===== src/rtl/io_page_uart_fifo.sv =====
// io_page_uart_fifo: IO page with LED register, FIFO-buffered UART TX, sticky overflow and cycle counter
// clk/reset: system clock, synchronous active-high reset
// IO_mem_addr/IO_mem_wdata/IO_mem_wr: CPU IO bus, 1-hot word address in IO_mem_addr[15:2]
// IO_mem_rdata: combinational OR of all selected registers
// LEDS: LED register, TXD: UART serial out (idle high)
module io_page_uart_fifo #(
    parameter int CLK_FREQ_HZ = 160000000,
    parameter int BAUD_RATE   = 1000000,
    parameter int FIFO_DEPTH  = 16,
    parameter int NB_LEDS     = 4
) (
    input  logic               clk,
    input  logic               reset,
    input  logic [31:0]        IO_mem_addr,
    input  logic [31:0]        IO_mem_wdata,
    input  logic               IO_mem_wr,
    output logic [31:0]        IO_mem_rdata,
    output logic [NB_LEDS-1:0] LEDS,
    output logic               TXD
);
    localparam int DIV = CLK_FREQ_HZ / BAUD_RATE;
    localparam int AW  = $clog2(FIFO_DEPTH);
    localparam int DW  = $clog2(DIV);

    typedef enum logic {IDLE, SHIFT} state_t;

    state_t             state_q, state_d;
    logic [NB_LEDS-1:0] leds_q, leds_d;
    logic [7:0]         mem_q [FIFO_DEPTH];
    logic [AW-1:0]      wptr_q, wptr_d, rptr_q, rptr_d;
    logic [AW:0]        count_q, count_d;
    logic               ovf_q, ovf_d, txd_q, txd_d;
    logic [8:0]         sh_q, sh_d;
    logic [3:0]         bit_q, bit_d;
    logic [DW-1:0]      div_q, div_d;
    logic [31:0]        cyc_q, cyc_d;
    logic [3:0]         sel;
    logic               wr_led, wr_dat, wr_cntl, full, empty, push, pop, txidle;
    logic [8:0]         cnt9;
    logic [7:0]         level;
    logic               unused_ok;

    assign unused_ok = ^{IO_mem_addr, IO_mem_wdata};
    assign LEDS = leds_q;
    assign TXD  = txd_q;

    always_comb begin
        sel       = IO_mem_addr[5:2];
        wr_led    = IO_mem_wr & sel[0];
        wr_dat    = IO_mem_wr & sel[1];
        wr_cntl   = IO_mem_wr & sel[2];
        full      = count_q == (AW+1)'(FIFO_DEPTH);
        empty     = count_q == '0;
        pop       = state_q == IDLE && !empty;
        // full is judged before this edge's pop, so a write to a full FIFO drops even while it drains
        push      = wr_dat & !full;
        txidle    = empty && state_q == IDLE;
        leds_d    = wr_led ? IO_mem_wdata[NB_LEDS-1:0] : leds_q;
        wptr_d    = push ? wptr_q + 1'b1 : wptr_q;
        rptr_d    = pop ? rptr_q + 1'b1 : rptr_q;
        count_d   = count_q + (AW+1)'(push) - (AW+1)'(pop);
        ovf_d     = (wr_dat & full) | (ovf_q & ~(wr_cntl & IO_mem_wdata[10]));
        cyc_d     = cyc_q + 32'd1;
        state_d   = state_q;
        txd_d     = txd_q;
        sh_d      = sh_q;
        bit_d     = bit_q;
        div_d     = div_q;
        if (pop) begin
            state_d = SHIFT;
            txd_d   = 1'b0;
            sh_d    = {1'b1, mem_q[rptr_q]};
            bit_d   = '0;
            div_d   = '0;
        end else if (state_q == SHIFT) begin
            // the stop bit's last cycle is spent in IDLE so a queued byte starts without a gap
            if (bit_q == 4'd9 && div_q == DW'(DIV-2)) begin
                state_d = IDLE;
            end else if (div_q == DW'(DIV-1)) begin
                div_d = '0;
                bit_d = bit_q + 4'd1;
                txd_d = sh_q[0];
                sh_d  = {1'b1, sh_q[8:1]};
            end else begin
                div_d = div_q + 1'b1;
            end
        end
        cnt9         = 9'(count_q);
        level        = cnt9[8] ? 8'hff : cnt9[7:0];
        IO_mem_rdata = (sel[0] ? 32'(leds_q) : 32'd0)
                     | (sel[2] ? {21'd0, ovf_q, full, txidle, level} : 32'd0)
                     | (sel[3] ? cyc_q : 32'd0);
    end

    always_ff @(posedge clk) begin
        if (push) mem_q[wptr_q] <= IO_mem_wdata[7:0];
    end

    always_ff @(posedge clk) begin
        if (reset) begin
            state_q <= IDLE;
            leds_q  <= '0;
            wptr_q  <= '0;
            rptr_q  <= '0;
            count_q <= '0;
            ovf_q   <= 1'b0;
            txd_q   <= 1'b1;
            sh_q    <= '1;
            bit_q   <= '0;
            div_q   <= '0;
            cyc_q   <= '0;
        end else begin
            state_q <= state_d;
            leds_q  <= leds_d;
            wptr_q  <= wptr_d;
            rptr_q  <= rptr_d;
            count_q <= count_d;
            ovf_q   <= ovf_d;
            txd_q   <= txd_d;
            sh_q    <= sh_d;
            bit_q   <= bit_d;
            div_q   <= div_d;
            cyc_q   <= cyc_d;
        end
    end
endmodule

===== config.mk =====
export PLATFORM = sky130hd
export DESIGN_NAME = io_page_uart_fifo
export DESIGN_NICKNAME = d
export VERILOG_FILES = /design/src/rtl/io_page_uart_fifo.sv
export SDC_FILE = /design/constraint.sdc
export NUM_CORES = 1
export LEC_CHECK = 0
export ABC_AREA = 1
export CAP_MARGIN = 20
export CORE_ASPECT_RATIO = 1.1
export CORE_UTILIZATION = 45
export DETAILED_ROUTE_END_ITERATION = 6
export GPL_ROUTABILITY_DRIVEN = 0
export GPL_TIMING_DRIVEN = 0
export PLACE_DENSITY = 0.68
export SLEW_MARGIN = 20
export SYNTH_ARGS = -nofsm -noshare
export SYNTH_HDL_FRONTEND = slang
export SYNTH_SLANG_ARGS = --single-unit

===== constraint.sdc =====
create_clock -name clk -period 2.9 [get_ports clk]
set_input_delay 0.58 -clock clk [delete_from_list [all_inputs] [get_ports clk]]
set_output_delay 0.58 -clock clk [all_outputs]
set_load 0.05 [all_outputs]

* Word-level counts from Yosys, hierarchy flattened *
Memories as Yosys holds them, arrays and structs flattened. A register that Yosys moved wholly into a read port is not among the register bits.
Index checks and enable logic that the tools add are counted.
Widths: inputs -> output; s select.

operators by class
  bitwise operators = 13
  reductions and logical operators = 12
  muxes and demuxes = 19
  eq/ne operators = 5
  $add $sub $neg = 7

operators by type and width
  operator               number
  $mux 8                 5
  $add 32x1->32 const B  1
  $mux 32                1
  $or 11x32->32          1
  $eq 8x8->1 const B     2
  $add 4x1->4 const B    3
  $mux 4                 3
  $mux 11                1
  $or 4x11->11           1
  $mux 1                 9
  $add 8x1->8 const B    1
  $and 1x1->1            7
  $reduce_and 3->1       2
  $add 5x1->5            1
  $eq 5x5->1 const B     1
  $logic_not 5->1        1
  $sub 5x1->5            1
  $eq 4x4->1 const B     1
  $reduce_bool 2->1      2
  $logic_and 1x1->1      3
  $not 1->1              3
  $logic_not 1->1        2
  $ne 2x2->1 const B     1
  $reduce_and 2->1       1
  2 further kinds        2

storage, ports and cells
  bits in writable memories = 128
  input bits = 67
  memories = 1
  flip-flop bits (word level) = 72
  output and inout bits = 37
  word-level logic and storage cells = 68

memories
  name   depth  width  read ports  clocked after Yosys merged registers in  write ports  line  text
  mem_q  16     8      1           1                                        1            29    logic [7:0] mem_q [FIFO_DEPTH];

* Depth between registers and ports, before layout *
Gate-level depths: netlist of the first run.

  depth in word-level cells = 5
  depth in mapped cells = 14
  gate-level depth less buffers = 14

* Least setup slack after synthesis of the first run *
Ideal clock, no wire load.

  kind = input to output
  start = in IO_mem_addr[5]
  end = out IO_mem_rdata[10]
  buffers on the path = 1
  arrival time = 2.018 ns
  stages = 3
  path slack = 0.302 ns
  data required time = 2.320 ns
  path through = clkbuf_1 -> inv_1 -> o21ai_0

between the ends
  word-level cells in the longest chain between the ends = 2

ends and longest elaborated chain
  item                line  text
  start: declaration  14    input logic [31:0] IO_mem_addr,
  $mux 32             92    | (sel[3] ? cyc_q : 32'd0);
  $or 11x32->32       92
  end: declaration    17    output logic [31:0] IO_mem_rdata,

No other way between the ends.

* Worst setup path in the final report of the first run *
  start = in IO_mem_addr[5]
  end = out IO_mem_rdata[16]

Same word-level chain as after synthesis.

==> results of run 1 <==
==> cell usage in the layout (no fill, tap or decap), drive strengths merged <==
master         instances
nand2                378
inv                  171
edfxtp               128
nand3                115
nor2                  98
dfxtp                 76
a21oi                 51
clkbuf                47
clkdlybuf4s50         39
o21ai                 26
buf                   25
nor3                  18
ha                    15
dlymetal6s2s          10
nand4                 10
clkinv                 8
nand3b                 7
xor2                   6
o221ai                 4
o22ai                  2
xnor2                  2
bufinv                 2
o32ai                  1
a311oi                 1
or2                    1
o21a                   1
o31ai                  1
a2bb2oi                1
fa                     1
==> worst reg2reg max path, cell delays in order (launching register included) <==
cell                      delay [ns]
sky130_fd_sc_hd__dfxtp_1        0.32
sky130_fd_sc_hd__inv_1          0.11
sky130_fd_sc_hd__ha_1           0.18
sky130_fd_sc_hd__nand4_1        0.21
sky130_fd_sc_hd__nand2_1        0.17
sky130_fd_sc_hd__buf_4          0.20
sky130_fd_sc_hd__buf_4          0.20
sky130_fd_sc_hd__nand2_1        0.08
sky130_fd_sc_hd__nand2_1        0.07
sky130_fd_sc_hd__ha_1           0.16
sky130_fd_sc_hd__inv_1          0.05
sky130_fd_sc_hd__fa_1           0.41
sky130_fd_sc_hd__o31ai_2        0.26
sky130_fd_sc_hd__o21ai_0        0.11
sky130_fd_sc_hd__a21oi_1        0.14
==> where the power goes <==
part           leakage (nW)  internal, W  switching, W
clock network         0.347      0.00165       0.00113
registers              1.77      0.00324     0.0000971
logic                  2.64     0.000712       0.00160
==> metrics by stage <==
step,util (%),hold slack (ns),setup slack (ns)
after floorplan,-,0.440,0.302
after global placement,50.4,0.451,-0.186
after detailed placement,50.4,0.461,-0.257
after CTS,53.8,0.471,0.00487
after global routing,54.0,0.501,-0.0410
final,54.0,0.476,0.136
==> worst max path at each step <==
stage	end	depth (start not counted)
2_1_floorplan	IO_mem_rdata[10]	3
3_3_place_gp	count_q[4]	14
3_5_place_dp	count_q[4]	14
4_1_cts	IO_mem_rdata[9]	5
5_1_grt	count_q[4]	14
6_report	IO_mem_rdata[16]	5
==> registers in the layout, summed over array words and instances (netlist names), 4 cells and up, named ones only <==
signal	flops
mem_q	128
cyc_q	32
div_q	8
sh_q	8
count_q	5
LEDS	4
bit_q	4
rptr_q	4
wptr_q	4
==> kinds of logic after synthesis <==
family          after synthesis
fa+ha+maj                    16
xor+xnor                      8
flops                       204
compound gates               88
simple gates                627
buf+inv                     212
==> repair_timing <==
action                     in CTS  in global routing
gates resized for setup         2                 19
pin swaps                       0                  1
setup endpoints to repair       2                 19
==> area by class of cell <==
| cell class | instances | area, µm² | area share [%] |
|---|---|---|---|
| clock buffers | 31 | 616 | 5.49 |
| clock inverters | 9 | 91.3 | 0.814 |
| inverters | 172 | 646 | 5.75 |
| plain buffers | 40 | 211 | 1.88 |
| flip-flops and latches | 204 | 5370 | 47.8 |
| well taps | 285 | 357 | 3.18 |
| repair buffers | 50 | 520 | 4.64 |
| multi-input cells | 739 | 3410 | 30.4 |
==> per-layer routing <==
layer	global-route usage, %	part of all wire [%]
met1	29.6	42
met2	38.9	48
met3	3.17	6.7
met4	8.65	3.2
met5	0	0
==> insert_results.sql, run 1 <==
INSERT INTO impl_metrics (metric_group, metric, value, unit) VALUES
('run_status', 'outcome', 'finished with violations', ''),
('run_status', 'failed_checks', 'design-rule violations', ''),
('clocking', 'worst_skew_pair.late_latency', '0.51', 'ns'),
('power_and_ir_drop', 'ir_worst_vdd', '0.429', 'mV'),
('synthesis', 'synthSimpleGateAreaFrac', '27.6', '%'),
('synthesis', 'syn-num-nets', '1238', ''),
('floorplanning', 'die_area', '22000', 'µm²'),
('hold_path', 'min_path_cells', '2', ''),
('critical_path', 'regToRegEndpoint', 'count_q[4]', ''),
('clocking', 'cts_tree', 'yes', ''),
('synthesis', 'synth_xor_xnor_area_share', '0.728', '%'),
('job', 'drv.max_cap_violation_count', '0', ''),
('sta', 'finalWorstPathRequiredPeriod', '2.76', 'ns'),
('drt', 'dr.pass1.iters', '7', ''),
('layout', 'n_diodes', '0', ''),
('global_route', 'grt_first_pass_wirelength', '38500', 'µm'),
('clocking', 'clkSinkCount', '204', ''),
('synthesis', 'post_synth_num_cell_types', '38', ''),
('critical_path', 'worst_setup_path_end_kind', 'primary output', ''),
('clocking', 'numCtsBuffers', '22', ''),
('place', 'port-buffer-count', '50', ''),
('synthesis', 'ys_top_cells_by_area', 'sky130_fd_sc_hd__edfxtp_1 40%, sky130_fd_sc_hd__dfxtp_1 16%, sky130_fd_sc_hd__nand2_1 15%', ''),
('floorplanning', 'floorplan.core_area', '20800', 'µm²'),
('clocking', 'worst_setup_hold_path_clk_slew', '0.06', 'ns'),
('critical_path', 'reg2reg_slack', '0.16', 'ns'),
('sta', 'maxSlewViolCount', '0', ''),
('critical_path', 'worst_r2r_startpoint', 'count_q[3]', ''),
('critical_path', 'worst_reg2reg_path_depth', '14', ''),
('floorplanning', 'number_of_ports_placed_on_the_die_boundary', '104', ''),
('floorplanning', 'die_x', '141', 'µm'),
('sta', 'tightestPinTransition', '0.994', 'ns'),
('sta', 'worst_clock_skew', '0.0177', 'ns'),
('place', 'hpwl', '16900', 'µm'),
('critical_path', 'worstSetupStartpointType', 'primary input', ''),
('synthesis', 'synthCells', '1155', ''),
('drt', 'routed_wl', '24600', 'µm'),
('critical_path', 'critPathTopFamily', 'buffers and inverters', ''),
('synthesis', 'post_synth_fa_ha_maj_area_fraction', '2.16', '%'),
('critical_path', 'critical_path.max_stage_delay', '0.79', 'ns'),
('sta', 'max_freq', '0.362', 'GHz'),
('critical_path', 'worst_path_cell_with_the_longest_stage_delay', 'sky130_fd_sc_hd__clkdlybuf4s50_1', ''),
('synthesis', 'synthesis.area', '9620', 'µm²'),
('layout', 'final_layout_size_suffix_gt1_share', '6.27', '%'),
('sta', 'timing.final.setup_violations', '0', ''),
('synthesis', 'ff_latch_count_synth', '204', ''),
('place', 'numPlacedInstances', '1490', ''),
('sta', 'rsz0062_at_grt', 'true', ''),
('layout', 'fill_cells', '1954', ''),
('layout', 'nets', '1312', ''),
('synthesis', 'syn-mean-instance-area', '8.33', 'µm²'),
('hold_path', 'worstHoldPathType', 'flip-flop to flip-flop', ''),
('place', 'dpl_cell_area', '10500', 'µm²'),
('critical_path', 'worst_ep_arrival_time', '2.18', 'ns'),
('floorplanning', 'floorplan.initialDensity', '46.3', '%'),
('synthesis', 'synth-compound-area-share', '4.97', '%'),
('global_route', 'via_count_of_the_first_global_routing_pass', '7322', ''),
('drt', 'drc', '19', ''),
('layout', 'syn2layout_area_growth', '16.6', '%'),
('floorplanning', 'fp-row-count', '55', ''),
('layout', 'finish.instance_area', '11200', 'µm²'),
('power_and_ir_drop', 'powerDensity', '752', 'nW/µm²'),
('synthesis', 'synth_ff_type', 'sky130_fd_sc_hd__edfxtp_1', ''),
('synthesis', 'synth.area.mux_share', '0', '%'),
('sta', 'fin_setup_tns', '0', 'ns'),
('clocking', 'hold_buffers', '0', ''),
('drt', 'drt-wirelength-per-cell', '16.1', 'µm'),
('critical_path', 'cp_max_fo', '10', ''),
('hold_path', 'hold_path.startpoint', 'cyc_q[29]', ''),
('sta', 'number_of_endpoints_with_negative_hold_slack_in_the_final_report', '0', ''),
('global_route', 'grt_antenna_before_repair', '0', ''),
('critical_path', 'cp-startpoint', 'IO_mem_addr[5]', '');
Power figures use the tool's default switching activity.
==> inputs of run 2 (changes only) <==
CELL_PAD_IN_SITES_DETAIL_PLACEMENT = 1   (was unset)
CELL_PAD_IN_SITES_GLOBAL_PLACEMENT = 1   (was unset)
CORE_UTILIZATION = 39   (was 45)
PLACE_DENSITY = 0.79   (was 0.68)
SLEW_MARGIN = unset   (was 20)
clock period = 2.25 ns   (was 2.9 ns; I/O delays follow)
==> insert_results.sql, run 2 (synthesized netlist as in run 1, its figures left out) <==
INSERT INTO impl_metrics (metric_group, metric, value, unit) VALUES
('run_status', 'outcome', 'finished with violations', ''),
('run_status', 'failed_checks', 'negative setup slack', ''),
('sta', 'max_freq', '0.442', 'GHz'),
('floorplanning', 'floorplan.initialDensity', '40.2', '%'),
('clocking', 'clkSinkCount', '204', ''),
('sta', 'number_of_endpoints_with_negative_hold_slack_in_the_final_report', '0', ''),
('drt', 'post_drt_via_cell_ratio', '5.22', ''),
('sta', 'fin_setup_tns', '-0.0225', 'ns'),
('place', 'place_worst_setup_slack', '-0.840', 'ns'),
('drt', 'dr.pass1.iters', '5', ''),
('power_and_ir_drop', 'ir_worst_vdd', '0.651', 'mV'),
('critical_path', 'worst_ep_arrival_time', '2.67', 'ns'),
('drt', 'ant_nets', '0', ''),
('floorplanning', 'die_x', '152', 'µm'),
('clocking', 'cts_htree_levels', '1', ''),
('drt', 'routed_wl', '29700', 'µm'),
('floorplanning', 'die_area', '25300', 'µm²'),
('power_and_ir_drop', 'powerDensity', '990', 'nW/µm²'),
('sta', 'final_critical_path_setup_slack', '-0.0149', 'ns'),
('layout', 'top_register', 'mem_q', ''),
('global_route', 'grt_start_max_net_pins', '18', ''),
('critical_path', 'worstSetupStartpointType', 'flip-flop', ''),
('global_route', 'groute.usage.overall', '24.3', '%'),
('layout', 'finish.instance_area', '11400', 'µm²'),
('global_route', 'via_count_of_the_first_global_routing_pass', '8893', ''),
('floorplanning', 'floorplan.core_area', '23900', 'µm²'),
('floorplanning', 'floorplan.die.height', '167', 'µm'),
('clocking', 'cts.root.buffer_cell', 'sky130_fd_sc_hd__clkbuf_16', ''),
('sta', 'rsz0062_at_grt', 'true', ''),
('sta', 'worst_clock_skew', '0.0162', 'ns'),
('floorplanning', 'number_of_ports_placed_on_the_die_boundary', '104', ''),
('layout', 'biggestRegsByFlops', 'mem_q: 128 flops, cyc_q: 32 flops', ''),
('place', 'port-buffer-count', '50', ''),
('layout', 'largest_reg_flops', '128', ''),
('global_route', 'globalRoute.totalOverflow', '0', ''),
('global_route', 'grt_antenna_before_repair', '0', ''),
('clocking', 'worst_skew_pair.late_latency', '0.51', 'ns'),
('sta', 'maxSlewViolCount', '0', ''),
('layout', 'mostFrequentLayoutCells', '376 x sky130_fd_sc_hd__nand2_1, 159 x sky130_fd_sc_hd__inv_1, 128 x sky130_fd_sc_hd__edfxtp_1', ''),
('sta', 'slew_headroom', '39.9', '%'),
('layout', 'final_layout_size_suffix_gt1_share', '10.9', '%'),
('clocking', 'hold_buffers', '0', ''),
('global_route', 'grt_first_pass_wirelength', '47300', 'µm'),
('clocking', 'numCtsBuffers', '23', ''),
('critical_path', 'worst_path_cell_with_the_longest_stage_delay', 'sky130_fd_sc_hd__fa_2', ''),
('critical_path', 'critical_path.max_stage_delay', '0.37', 'ns'),
('power_and_ir_drop', 'power.leakage', '4.77', 'nW'),
('place', 'dpl_cell_area', '10500', 'µm²'),
('critical_path', 'worst_setup_path_end_kind', 'flip-flop', ''),
('layout', 'seq_area', '5370', 'µm²'),
('critical_path', 'timing_worst_setup_path_type', 'flip-flop to flip-flop', ''),
('drt', 'drt_iter0_markers', '491', ''),
('layout', 'fill_cells', '2890', ''),
('drt', 'drc', '0', ''),
('sta', 'finalWorstPathRequiredPeriod', '2.26', 'ns'),
('place', 'numPlacedInstances', '1510', ''),
('critical_path', 'critical_path.cell_chain', 'inv_2, ha_4, nand4_1, nand2_2, clkinvlp_4, buf_4, nand2_1, nand2_1, ha_2, inv_2, fa_2, o31ai_4, buf_4, a21oi_2', ''),
('clocking', 'worst_setup_hold_path_clk_slew', '0.06', 'ns'),
('clocking', 'cts_tree', 'yes', ''),
('layout', 'syn2layout_area_growth', '18.2', '%'),
('hold_path', 'worstHoldPathType', 'flip-flop to flip-flop', ''),
('layout', 'instances_no_fill', '1563', ''),
('layout', 'nets', '1329', ''),
('layout', 'multi_input_area', '3540', 'µm²'),
('clocking', 'buffers_from_clock_root_to_sink_at_most', '3', ''),
('layout', 'n_diodes', '0', ''),
('sta', 'timing.final.crit_share', '101', '%'),
('place', 'hpwl', '20700', 'µm'),
('critical_path', 'cp_max_fo', '6', ''),
('drt', 'vias', '8164', ''),
('drt', 'drt-wirelength-per-cell', '19.0', 'µm'),
('job', 'drv.max_cap_violation_count', '0', ''),
('sta', 'tightestPinTransition', '0.898', 'ns'),
('critical_path', 'worst_ep_required_time', '2.65', 'ns'),
('sta', 'timing.final.setup_violations', '2', ''),
('critical_path', 'reg2reg_slack', '-0.01', 'ns'),
('floorplanning', 'fp-row-count', '59', ''),
('layout', 'layout.cells.most_common', 'sky130_fd_sc_hd__nand2_1', '');
-- run 2: cell type report --
class                           instances  area share [%]
Clock buffer                           32            5.45
Buffer                                 40            2.00
Sequential cell                       204            47.2
Timing Repair Buffer                   66            4.92
Inverter                              172            5.71
Tap cell                              305            3.36
Multi-Input combinational cell        739            31.1
Clock inverter                          5           0.242
-- run 2: where the power goes --
group | internal [W] | leakage [nW] | total (W) | switching, W
registers | 0.00418 | 1.77 | 0.00432 | 0.000145
logic | 0.00119 | 2.68 | 0.00355 | 0.00236
clock network | 0.00191 | 0.318 | 0.00339 | 0.00148
total | 0.00727 | 4.77 | 0.0113 | 0.00399
-- run 2: per-layer routing --
metal | vias up | GRT usage, % | wire length (µm)
li1 | 3884 | - | -
met1 | 4029 | 28.9 | 12200
met2 | 186 | 44.3 | 15500
met3 | 65 | 3.10 | 1120
met4 | 0 | 8.39 | 893
met5 | - | 0 | 0
-- run 2: final timing paths --
check / startpoint / cells after the start / end
setup / recovery: count_q[2] / 14 / count_q[4]
hold / removal: bit_q[3] / 2 / bit_q[3]
setup reg to reg: count_q[2] / 14 / count_q[4]
hold reg to reg: bit_q[3] / 2 / bit_q[3]
-- run 2: what timing repair did --
item                                    CTS  global route
endpoints found under the setup margin  164           115
setup buffers                            16             1
pin swaps                                 8             5
resized for setup                        86            40
-- run 2: critical path, delay by kind of cell (launching register included) --
family	cells	cell delay, ns
simple gates	4	0.32
fa+ha+maj	3	0.71
flops	1	0.34
buf+inv	5	0.52
compound gates	2	0.26
-- run 2: per-stage QoR --
| stage | hold slack [ns] | power, W | util [%] |
|---|---|---|---|
| 6_report | 0.472 | 0.0113 | 47.6 |
| 5_1_grt | 0.505 | 0.0118 | 47.6 |
| 4_1_cts | 0.449 | 0.0112 | 47.4 |
| 3_5_place_dp | 0.464 | 0.00747 | 44.0 |
| 3_3_place_gp | 0.451 | 0.00734 | 44.0 |
| 2_1_floorplan | 0.440 | 0.00635 | - |
==> inputs of run 3 (changes only) <==
CAP_MARGIN = unset   (was 20)
==> results of run 3 <==
Final layout, timing and power as in run 2 (identical DEF).
==> edit 1, RTL diff (flow settings as in run 1) <==
`CLK_FREQ_HZ`: 160000000 -> 640000000.
--- a/src/rtl/io_page_uart_fifo.sv
+++ b/src/rtl/io_page_uart_fifo.sv
@@ -4,7 +4,7 @@
 // IO_mem_rdata: combinational OR of all selected registers
 // LEDS: LED register, TXD: UART serial out (idle high)
 module io_page_uart_fifo #(
-    parameter int CLK_FREQ_HZ = 160000000,
+    parameter int CLK_FREQ_HZ = 640000000,
     parameter int BAUD_RATE   = 1000000,
     parameter int FIFO_DEPTH  = 16,
     parameter int NB_LEDS     = 4
Formal check against the unedited RTL: same outputs for any inputs over 10 cycles, from zero or initial values and one cycle with reset high; that may be too few to reach the edited logic, so the function may still have changed.
==> edit 1 against run 1 <==
- clock skew increased by 4.0 ps
- design area increased by 0.43%
- worst setup slack got worse by 62 ps
- cell count increased by 0.78%
- area after synthesis increased by 1.4%
- total power decreased by 1.3%
- core utilization decreased by 1.1 points
- critical path type unchanged
- clock power decreased by 7.2%
- sequential cell count increased by 2
- routed wire length decreased by 5.3%
- largest power group unchanged
==> edit 1: results <==
export IMPL_avgSynthCellArea_um2=8.38
export IMPL_status="finished clean"
export IMPL_pre_cts_ws_ps=-87.7
export IMPL_layout_cells_non_filler=1542
export IMPL_clock_sinks=206
export IMPL_drt_first_pass_iters=5
export IMPL_wl_met1_um=9900
export IMPL_synth_compound_area_share_pct=5.95
export IMPL_first_iter_violations=556
export IMPL_wl_met3_um=1230
export IMPL_grt_use_total_pct=22.0
export IMPL_synth_adder_area_share_pct=2.13
export IMPL_cts_resized=1
export IMPL_fill_cells=2013
export IMPL_n_all_inverters=176
export IMPL_yosys_area_share_xor_xnor_pct=1.08
export IMPL_wl_met2_um=11600
export IMPL_ys_seq_area_share_pct=55.4
export IMPL_grt_pass1_vias=7417
export IMPL_worst_path_largest_cell_delay_ps=840
export IMPL_synth_fp_nets=1248
export IMPL_use_met1_pct=27.7
export IMPL_p_leak_nw=4.67
export IMPL_skew_ps=21.7
export IMPL_multiInputGateArea_um2=3500
export IMPL_wire_per_inst_um=15.1
export IMPL_drive_above_1_share_pct=5.75
export IMPL_tightest_slew_ps=894
export IMPL_use_met3_pct=2.29
export IMPL_synth_area_leaders="edfxtp_1, dfxtp_1, nand2_1"
export IMPL_cp_max_fo=7
export IMPL_p_seq_w=0.00339
export IMPL_nClkBuffers=25
export IMPL_die_area_um2=22300
export IMPL_postPlaceCellArea_um2=10600
export IMPL_fin_nets=1321
export IMPL_top_regs="mem_q x128, cyc_q x32, div_q x10"
export IMPL_vias_per_cell=5.01
export IMPL_grt_pass1_wl_um=37900
export IMPL_synth_cell_types=40
export IMPL_multi_input_gates=742
## edit 1: cell types whose count changed after synthesis, moves of 3 or more
| cell | run 1 | this run |
|---|---|---|
| inv_1 | 165 | 171 |
| nand3_1 | 114 | 120 |
| nand3b_1 | 7 | 10 |
| nand4_1 | 9 | 13 |
| o21bai_2 | 0 | 6 |
| buf_4 | 5 | 1 |
| clkbuf_1 | 15 | 22 |
| nand2_1 | 378 | 356 |
| nor3_2 | 4 | 0 |
| nor3_1 | 13 | 10 |
| buf_2 | 17 | 14 |
## edit 1: worst paths after layout
check	cells past startpoint	startpoint	endpoint	slack, ps
max reg2reg	14	count_q[3]$_SDFF_PP0_	count_q[4]$_SDFF_PP0_	300
min reg2reg	2	cyc_q[31]$_SDFF_PP0_	cyc_q[31]$_SDFF_PP0_	470
min	2	cyc_q[31]$_SDFF_PP0_	cyc_q[31]$_SDFF_PP0_	470
max	4	IO_mem_addr[4]	IO_mem_rdata[3]	70
==> edit 2, RTL diff (settings of run 1) <==
Without the edit above. Reset style: asynchronous (`reset`), changed in one clocked block. Comments in the files are not updated.
--- a/src/rtl/io_page_uart_fifo.sv
+++ b/src/rtl/io_page_uart_fifo.sv
@@ -96,7 +96,7 @@
         if (push) mem_q[wptr_q] <= IO_mem_wdata[7:0];
     end
 
-    always_ff @(posedge clk) begin
+    always_ff @(posedge clk or posedge reset) begin
         if (reset) begin
             state_q <= IDLE;
             leds_q  <= '0;
Function: differs if reset is asserted again (counterexample within 4 cycles, from zero or initial values and one cycle with reset high); with reset held inactive, the same outputs for 10 cycles.
==> edit 2 against run 1 <==
- non-clock buffer count shrank 4
- area after synthesis fell by 2.0%
- worst setup slack got worse by 11 ps
- cell count shrank 13%
- sequential cell count decreased by 4
- register-to-register slack improved by 30 ps
- design area down 3.1%
- routed wire length down 14%
- fmax fell by 0.40%
- critical endpoint is now IO_mem_rdata[0]
- largest cell class unchanged
Power is not compared: it rests on default switching activity, and its combinational part moved more than twofold at a synthesized area within 25%.
==> edit 2: results <==
export IMPL_use_met1_pct=26.9
export IMPL_synth_adder_area_share_pct=2.33
export IMPL_h_tree_depth=4
export IMPL_power_total_w=0.00639
export IMPL_postPlaceCellArea_um2=10300
export IMPL_clock_area_share_pct=5.16
export IMPL_fin_util_pct=52.8
export IMPL_multiInputGateArea_um2=3150
export IMPL_drt_first_pass_iters=5
export IMPL_cts_resized=1
export IMPL_slew_headroom_pct=42.3
export IMPL_grt_use_total_pct=21.0
export IMPL_yosys_area_share_xor_xnor_pct=4.09
export IMPL_synth_compound_area_share_pct=1.80
export IMPL_synth_cell_types=41
export IMPL_layout_cells_non_filler=1332
export IMPL_drt_wl_total_um=21200
export IMPL_hpwl_um=14600
export IMPL_status="finished clean"
export IMPL_ys_seq_area_share_pct=60.0
export IMPL_drive_above_1_share_pct=9.01
export IMPL_multi_input_gates=635
export IMPL_worst_path_largest_cell_delay_ps=830
export IMPL_port_buffers=51
export IMPL_avgSynthCellArea_um2=9.50
export IMPL_clk_path_buf_depth=2
export IMPL_grt_max_degree=41
export IMPL_async_flop_share_pct=36.0
export IMPL_wl_met3_um=1030
export IMPL_num_vias=6716
export IMPL_buffer_area_share_pct=6.58
-- edit 2: cell count changes in the layout (fill, tap and decap cells not counted), moves of 9 or more --
cell and delta:
dfxtp_1 -76, dfrtp_1 +63, nand2_1 -56, a21oi_1 -48, inv_1 -47, xor2_1 +23
nor2_1 -22, o21ai_0 -17, xnor2_1 +13, clkbuf_1 -11, dfstp_2 +9, nand2_2 +9
-- edit 2: path summary, 6_finish.rpt --
path	slack (ps)	end	startpoint	depth (start not counted)
min reg2reg	470	TXD$_DFFE_PP1P_	TXD$_DFFE_PP1P_	2
max reg2reg	190	count_q[4]$_DFF_PP0_	count_q[3]$_DFF_PP0_	14
min	470	TXD$_DFFE_PP1P_	TXD$_DFFE_PP1P_	2
min in group asynchronous	490	count_q[3]$_DFF_PP0_	reset	2
max in group asynchronous	1850	cyc_q[16]$_DFF_PP0_	reset	3
max	130	IO_mem_rdata[0]	IO_mem_addr[5]	4
